<file path="config.mk">
export PLATFORM = sky130hd
export DESIGN_NAME = fifo_wptr_full
export DESIGN_NICKNAME = d
export VERILOG_FILES = /design/src/rtl/async_fifo_pkg.sv /design/src/rtl/gray_counter.sv /design/src/rtl/fifo_wptr_full.sv
export SDC_FILE = /design/constraint.sdc
export NUM_CORES = 1
export LEC_CHECK = 0
export BUFFER_PORTS_ARGS = -buffer_cell sky130_fd_sc_hd__buf_2
export CORE_MARGIN = 2
export CORE_UTILIZATION = 40
export DETAILED_ROUTE_END_ITERATION = 8
export REMOVE_ABC_BUFFERS = 1
export SKIP_LAST_GASP = 1
export SYNTH_ARGS = -nofsm -noshare
export SYNTH_HDL_FRONTEND = slang
export SYNTH_SLANG_ARGS = --single-unit
</file>
<file path="constraint.sdc">
create_clock -name clk -period 4.01 [get_ports clk]
set_clock_uncertainty 0.1 [all_clocks]
set_input_delay 1.0025 -clock clk [delete_from_list [all_inputs] [get_ports clk]]
set_output_delay 1.0025 -clock clk [all_outputs]
set_load 0.01 [all_outputs]
</file>
<file path="src/rtl/async_fifo_pkg.sv">
// async_fifo_pkg: Gray/binary conversion helpers shared by the write and read pointer blocks.
package async_fifo_pkg;
    function automatic logic [31:0] bin2gray(input logic [31:0] b);
        return b ^ (b >> 1);
    endfunction

    function automatic logic [31:0] gray2bin(input logic [31:0] g);
        logic [31:0] b;
        b[31] = g[31];
        for (int i = 30; i >= 0; i--) b[i] = b[i+1] ^ g[i];
        return b;
    endfunction
endpackage

</file>
<file path="src/rtl/gray_counter.sv">
// gray_counter: binary and Gray pointer register pair with increment enable.
module gray_counter
    import async_fifo_pkg::*;
#(
    parameter int W = 5
) (
    input  logic         clk,
    input  logic         rst_n,
    input  logic         inc,
    output logic [W-1:0] bin,
    output logic [W-1:0] gray,
    output logic [W-1:0] bin_next,
    output logic [W-1:0] gray_next
);
    assign bin_next  = bin + W'(inc);
    assign gray_next = W'(bin2gray(32'(bin_next)));

    always_ff @(posedge clk or negedge rst_n)
        if (!rst_n) begin
            bin  <= '0;
            gray <= '0;
        end else begin
            bin  <= bin_next;
            gray <= gray_next;
        end
endmodule

</file>
<file path="src/rtl/fifo_wptr_full.sv">
// fifo_wptr_full: write-side pointer, full/almost-full flags, fill level and sticky overflow.
module fifo_wptr_full
    import async_fifo_pkg::*;
#(
    parameter int ADDR_WIDTH   = 4,
    parameter int AFULL_THRESH = 2
) (
    input  logic                  clk,
    input  logic                  rst_n,
    input  logic                  w_en,
    input  logic [ADDR_WIDTH:0]   rptr_sync,
    input  logic                  ovf_clr,
    output logic [ADDR_WIDTH-1:0] waddr,
    output logic [ADDR_WIDTH:0]   wptr,
    output logic                  full,
    output logic                  almost_full,
    output logic [ADDR_WIDTH:0]   wr_level,
    output logic                  overflow
);
    localparam int A     = ADDR_WIDTH;
    localparam int DEPTH = 1 << A;

    logic       wr_acc;
    logic [A:0] wbin, wbin_next, wgray_next, rbin, level_next;

    assign wr_acc = w_en & ~full;

    gray_counter #(.W(A + 1)) u_cnt (
        .clk       (clk),
        .rst_n     (rst_n),
        .inc       (wr_acc),
        .bin       (wbin),
        .gray      (wptr),
        .bin_next  (wbin_next),
        .gray_next (wgray_next)
    );

    assign waddr      = wbin[A-1:0];
    assign rbin       = (A + 1)'(gray2bin(32'(rptr_sync)));
    assign level_next = wbin_next - rbin;

    // Full when the next write pointer has lapped the reader by exactly one pass.
    always_ff @(posedge clk or negedge rst_n)
        if (!rst_n) begin
            full        <= 1'b0;
            almost_full <= 1'b0;
            wr_level    <= '0;
            overflow    <= 1'b0;
        end else begin
            full        <= wgray_next == {~rptr_sync[A:A-1], rptr_sync[A-2:0]};
            almost_full <= level_next >= (A + 1)'(DEPTH - AFULL_THRESH);
            wr_level    <= level_next;
            overflow    <= (w_en & full) | (overflow & ~ovf_clr);
        end
endmodule

</file>
==> summary.txt, run 1 <==
worst path required time -> 4.07 ns
Post-Route WL -> 1700 um
crit end category -> flop
initial core utilization -> 0.411
largest net degree at the start of global routing -> 18
Max Root-Sink Buffers -> 2
setup TNS -> 0 ns
Routed Antenna Nets -> 0
Min-Delay Path Class -> flop to flop
Top FF cell, synth -> dfrtp_1
Synth cell types -> 30
final worst slack -> 0.904 ns
clk_lat worst skew -> 0.29 ns
PortBufs -> 25
Post-synth EDFFs -> 0
Leak Pwr -> 0.565 nW
R2R setup slack -> 1.38 ns
postcts setup bufs -> 0
critical path type -> primary input to flop
Slew HR -> 0.691
DP Worst Slack -> 0.579 ns
per-cell routed wire length -> 12.1 um
Max H-tree Level -> 1
cells on worst reg2reg path -> 9
fin crit share -> 0.775
crit path DAT -> 3.17 ns
Area growth syn-to-layout -> 16.4%
Die H -> 53.8 um
CP max FO -> 6
top cell type by total area after synthesis -> dfrtp_1
synthesized cell area -> 991 um^2
hold slack -> 0.428 ns
starting DRC count in detailed routing -> 5
die width -> 53.8 um
Worst R2R End -> almost_full
Synth Instances -> 83
nets -> 127
GRT overflow -> 0
P per Cell Area -> 963 nW/um^2
Final Critical Period -> 3.11 ns
ratio of cells with drive above 1 in the final layout -> 0.300
post-cts resize count -> 0
critical path launch point type -> primary input
drt pass-1 iters -> 4
WHS Path Cells -> 2
row count -> 18
Max-Cap Viols -> 0
number of global-route vias before repair -> 617
top cells by count, synth -> 17 x dfrtp_1, 12 x xnor2_1, 9 x inv_1, 6 x ha_1, 5 x xor2_1
Hold Path Sink -> overflow
Slowest-stage cell, CP -> xnor2_1
antenna violations before repair -> 0
sequential share of the synthesized area -> 0.429
CP Cell Sequence -> buf_2, nor2b_1, ha_1, xnor2_1, inv_1, ha_1, nor2b_1, o21ai_0, nor3b_1, o311ai_1
DRC -> 0
Yosys top cell area share -> 0.429
CP startpoint -> w_en
Worst-path clk slew -> 0.10 ns
maximum vdd ir drop -> 0.000398 V
CTS Hold Bufs -> 0
#FFs+latches synth -> 17
Worst Max-Slew Pin Slew -> 0.461 ns
final RePlAce weighted congestion -> 0.743
die area -> 2890 um^2
Fmax -> 0.322 GHz
hold_sp -> full
Diodes inserted -> 0
YS warnings -> 0
reg-to-reg startpoint -> full
clock root buffer -> clkbuf_4
Mean Syn Cell Area -> 11.9 um^2
RSZ-0062 raised after global routing -> no
Synth area leaders -> dfrtp_1 43%, xnor2_1 11%, ha_1 7.6%, xor2_1 4.4%, inv_1 3.4%
status -> finished, final reports clean
core area -> 2410 um^2
IO Count -> 26
Final Max Slew Viols -> 0
Via Count -> 667
count of final hold-check violations -> 0
fraction of registers with async set/reset -> 1.00
CTS tree -> yes
most frequent cell after synthesis -> dfrtp_1
Total Routing Usage GR -> 0.134
Worst path max stage delay -> 0.42 ns
via/cell ratio -> 4.76
first-pass GRT wire length -> 2700 um
hpwl dp -> 1330 um
TritonCTS Sinks -> 17
Final setup viols -> 0
CTS buffer count -> 3
[registers in the layout, summed over array words and instances, names as in the netlist]
signal	count
almost_full	1
full	1
overflow	1
u_cnt.bin	5
u_cnt.gray	4
wr_level	5
[layer usage]
metal,global-route usage,up-vias,share of wire
met3,0.0278,2,0.058
met5,0,-,0
met1,0.184,315,0.48
li1,-,326,-
met2,0.201,24,0.45
met4,0.0641,0,0.0065
[cells by family after synthesis]
family,synth area share
adder cells (fa/ha/maj),0.0960
XOR/XNOR,0.231
AND/OR/NAND/NOR,0.107
buffers and inverters,0.0606
flip-flops,0.429
AO/OA/AOI/OAI,0.0757
[cell usage in the layout (no fill, tap or decap), types with 2 or more instances in the layout]
master    synthesis  layout
nor2b_1           3       3
ha_1              6       6
inv_1             9       9
xnor2_1          12      12
a21boi_0          2       2
xor2_1            5       5
nand2_1           4       4
clkbuf_4          0       3
buf_2             0      25
dfrtp_1          17      17
xnor2_2           2       2
o21ai_0           3       3
[how the worst max path moves through the flow]
stage | to | cells after the start
finish | almost_full | 10
CTS | almost_full | 11
detailed placement | almost_full | 11
floorplan | almost_full | 10
global placement | almost_full | 11
global route | almost_full | 11
[report_power, final]
part           leakage [nW]  internal (mW)  switching (mW)
sequential            0.203          0.267          0.0612
clock                0.0150         0.0386          0.0529
combinational         0.347          0.337           0.355
total                 0.565          0.642           0.470
[final cells by class]
type | instances | area (um^2)
Sequential cell | 17 | 425
Clock buffer | 4 | 26.3
Multi-Input combinational cell | 55 | 505
Timing Repair Buffer | 25 | 125
Tap cell | 30 | 37.5
Inverter | 9 | 33.8
Fill cell | 247 | 1260
[through the flow]
step	std cells	instance area [um^2]	utilization	power [mW]
6_report	140	1150	0.479	1.11
4_1_cts	140	1150	0.479	1.13
2_1_floorplan	81	965	-	0.845
3_5_place_dp	136	1130	0.468	1.03
5_1_grt	140	1150	0.479	1.23
3_3_place_gp	136	1130	0.468	1.03
[critical path: cells and delay by family]
| kind | cells | cell delay [ns] |
|---|---|---|
| fa+ha+maj | 2 | 0.58 |
| compound gates | 2 | 0.31 |
| simple gates | 3 | 0.59 |
| buf+inv | 2 | 0.26 |
| xor+xnor | 1 | 0.42 |
(Power assumes the default switching activity.)
==> inputs of run 2 (changes only) <==
--- a/config.mk
+++ b/config.mk
@@ -9,6 +9,7 @@
 export CORE_MARGIN = 2
 export CORE_UTILIZATION = 40
 export DETAILED_ROUTE_END_ITERATION = 8
+export PLACE_DENSITY = 0.66
 export REMOVE_ABC_BUFFERS = 1
 export SKIP_LAST_GASP = 1
 export SYNTH_ARGS = -nofsm -noshare
==> constraint.sdc (replaced) <==
create_clock -name clk -period 2.6 [get_ports clk]
set_clock_uncertainty 0.1 [all_clocks]
set_input_delay 0.65 -clock clk [delete_from_list [all_inputs] [get_ports clk]]
set_output_delay 0.65 -clock clk [all_outputs]
set_load 0.01 [all_outputs]
==> run 2 against run 1 <==
Critical path type unchanged. Worst hold slack lost 0.28 ns. Flip-flop and latch count is the same. Clock power grew 64%. Final area grew 16%. Wire length grew 13%. Non-clock buffer count grew 18. Critical path depth grew 1. Sequential power grew 56%. Combinational power grew 88%. Sequential share of layout area shrank 5.0 points. Register-to-register slack lost 1.1 ns.
==> summary.txt, run 2 (synthesis results as in run 1) <==
per-cell routed wire length -> 12.1 um (about the same)
worst path required time -> 2.68 ns (was 4.07 ns)
die area -> 2890 um^2 (unchanged)
CTS tree -> yes (unchanged)
reg-to-reg startpoint -> full (unchanged)
via/cell ratio -> 4.68 (was 4.76)
P per Cell Area -> 1470 nW/um^2 (was 963 nW/um^2)
critical path type -> primary input to flop (unchanged)
Util after Layout -> 0.553 (was 0.479)
Diodes inserted -> 0 (unchanged)
Min-Delay Path Class -> primary input to asynchronous set/reset pin (was flop to flop)
antenna violations before repair -> 0 (unchanged)
die width -> 53.8 um (unchanged)
ratio of cells with drive above 1 in the final layout -> 0.453 (was 0.300)
Final setup viols -> 0 (unchanged)
initial core utilization -> 0.411 (unchanged)
total power -> 1.97 mW (was 1.11 mW)
maximum vdd ir drop -> 0.000700 V (was 0.000398 V)
Worst R2R End -> almost_full (unchanged)
Max H-tree Level -> 1 (unchanged)
drt pass-1 iters -> 4 (unchanged)
CP max FO -> 2 (was 6)
Via Count -> 740 (was 667)
IO Count -> 26 (unchanged)
TritonCTS Sinks -> 17 (unchanged)
nets -> 145 (was 127)
largest net degree at the start of global routing -> 18 (unchanged)
R2R setup slack -> 0.24 ns (was 1.38 ns)
CP startpoint -> rptr_sync[4] (was w_en)
hpwl dp -> 1380 um (was 1330 um)
Top Registers -> u_cnt.bin (5), wr_level (5), u_cnt.gray (4) (unchanged)
Final Max Slew Viols -> 0 (unchanged)
status -> finished, final reports clean (unchanged)
most frequent cells in the layout -> 25 x buf_2, 18 x buf_4, 17 x dfrtp_1 (was 25 x buf_2, 17 x dfrtp_1, 12 x xnor2_1)
hold slack -> 0.146 ns (was 0.428 ns)
most common cell after layout, fill and taps aside -> buf_2 (unchanged)
GRT overflow -> 0 (unchanged)
Post-Route WL -> 1920 um (was 1700 um)
Fmax -> 0.401 GHz
Max-Cap Viols -> 0 (unchanged)
clock root buffer -> clkbuf_4 (unchanged)
final RePlAce weighted congestion -> 0.773 (was 0.743)
Routed Antenna Nets -> 0 (unchanged)
starting DRC count in detailed routing -> 8 (was 5)
Final Critical Period -> 2.49 ns
count of final hold-check violations -> 0 (unchanged)
clk_lat worst skew -> 0.30 ns (was 0.29 ns)
row count -> 18 (unchanged)
number of global-route vias before repair -> 689 (was 617)
critical path launch point type -> primary input (unchanged)
fin crit share -> 0.959
crit path DAT -> 2.57 ns (was 3.17 ns)
PortBufs -> 25 (unchanged)
DP Worst Slack -> -0.384 ns (was 0.579 ns)
Worst Max-Slew Pin Slew -> 0.382 ns (was 0.461 ns)
Area growth syn-to-layout -> 34.6% (was 16.4%)
final worst slack -> 0.106 ns (was 0.904 ns)
Slew HR -> 0.745 (was 0.691)
Leak Pwr -> 0.665 nW (was 0.565 nW)
DRC -> 0 (unchanged)
Max Root-Sink Buffers -> 2 (unchanged)
end of the critical path -> almost_full (unchanged)
cells on worst reg2reg path -> 9 (unchanged)
CTS buffer count -> 3 (unchanged)
crit end category -> flop (unchanged)
Total Routing Usage GR -> 0.147 (was 0.134)
first-pass GRT wire length -> 2900 um (was 2700 um)
core area -> 2410 um^2 (unchanged)
Worst-path clk slew -> 0.10 ns (about the same)
CTS Hold Bufs -> 0 (unchanged)
Die H -> 53.8 um (unchanged)
run 2: worst min path at each step:
stage	start	endpoint	slack [ns]
after detailed placement	full	overflow	0.42
after global placement	full	overflow	0.39
after floorplan	rst_n	almost_full	0.25
after global routing	rst_n	wr_level[0]	0.17
final	rst_n	u_cnt.gray[0]	0.15
after CTS	rst_n	wr_level[0]	0.15
run 2: cell type report:
type	instances	area [um^2]
multi-input combinational	55	549
tap	30	37.5
clock buffer	3	22.5
timing repair buffer	43	260
clock inverter	1	5.00
sequential	17	425
fill	207	1080
inverter	9	33.8
run 2: critical path, cell delays in order:
cell and delay, ns:
buf_2 0.14, xnor2_4 0.19, xor2_2 0.23, xor2_2 0.19, xnor2_1 0.09, ha_2 0.20, fa_2 0.34, nand2b_1 0.15
a21boi_1 0.15, or3_1 0.15, o311ai_1 0.10
run 2: repair_timing:
| item | CTS | global route |
|---|---|---|
| buffers inserted | 2 | 1 |
| pin swaps | 4 | 6 |
| resized for setup | 2 | 6 |
| endpoints found under the setup margin | 1 | 2 |
run 2: routing by layer:
layer | wire [um] | global-route usage | vias up
met1 | 820 | 0.179 | 346
met3 | 127 | 0.0278 | 4
met4 | 31 | 0.115 | 0
met5 | 0 | 0 | -
li1 | - | - | 359
met2 | 936 | 0.228 | 31
run 2: per-stage QoR:
step                instances  TNS (ns)  cell area (um^2)
floorplan                  81    -0.257               965
global placement          151    -0.586              1240
detailed placement        151    -0.831              1240
CTS                       157         0              1280
global route              158   -0.0104              1330
finish                    158         0              1330
run 2: where the power goes:
part	switching, mW	total, mW	internal, mW
Clock	0.0923	0.150	0.0575
Combinational	0.598	1.30	0.707
Sequential	0.0996	0.511	0.411
Total	0.789	1.97	1.18
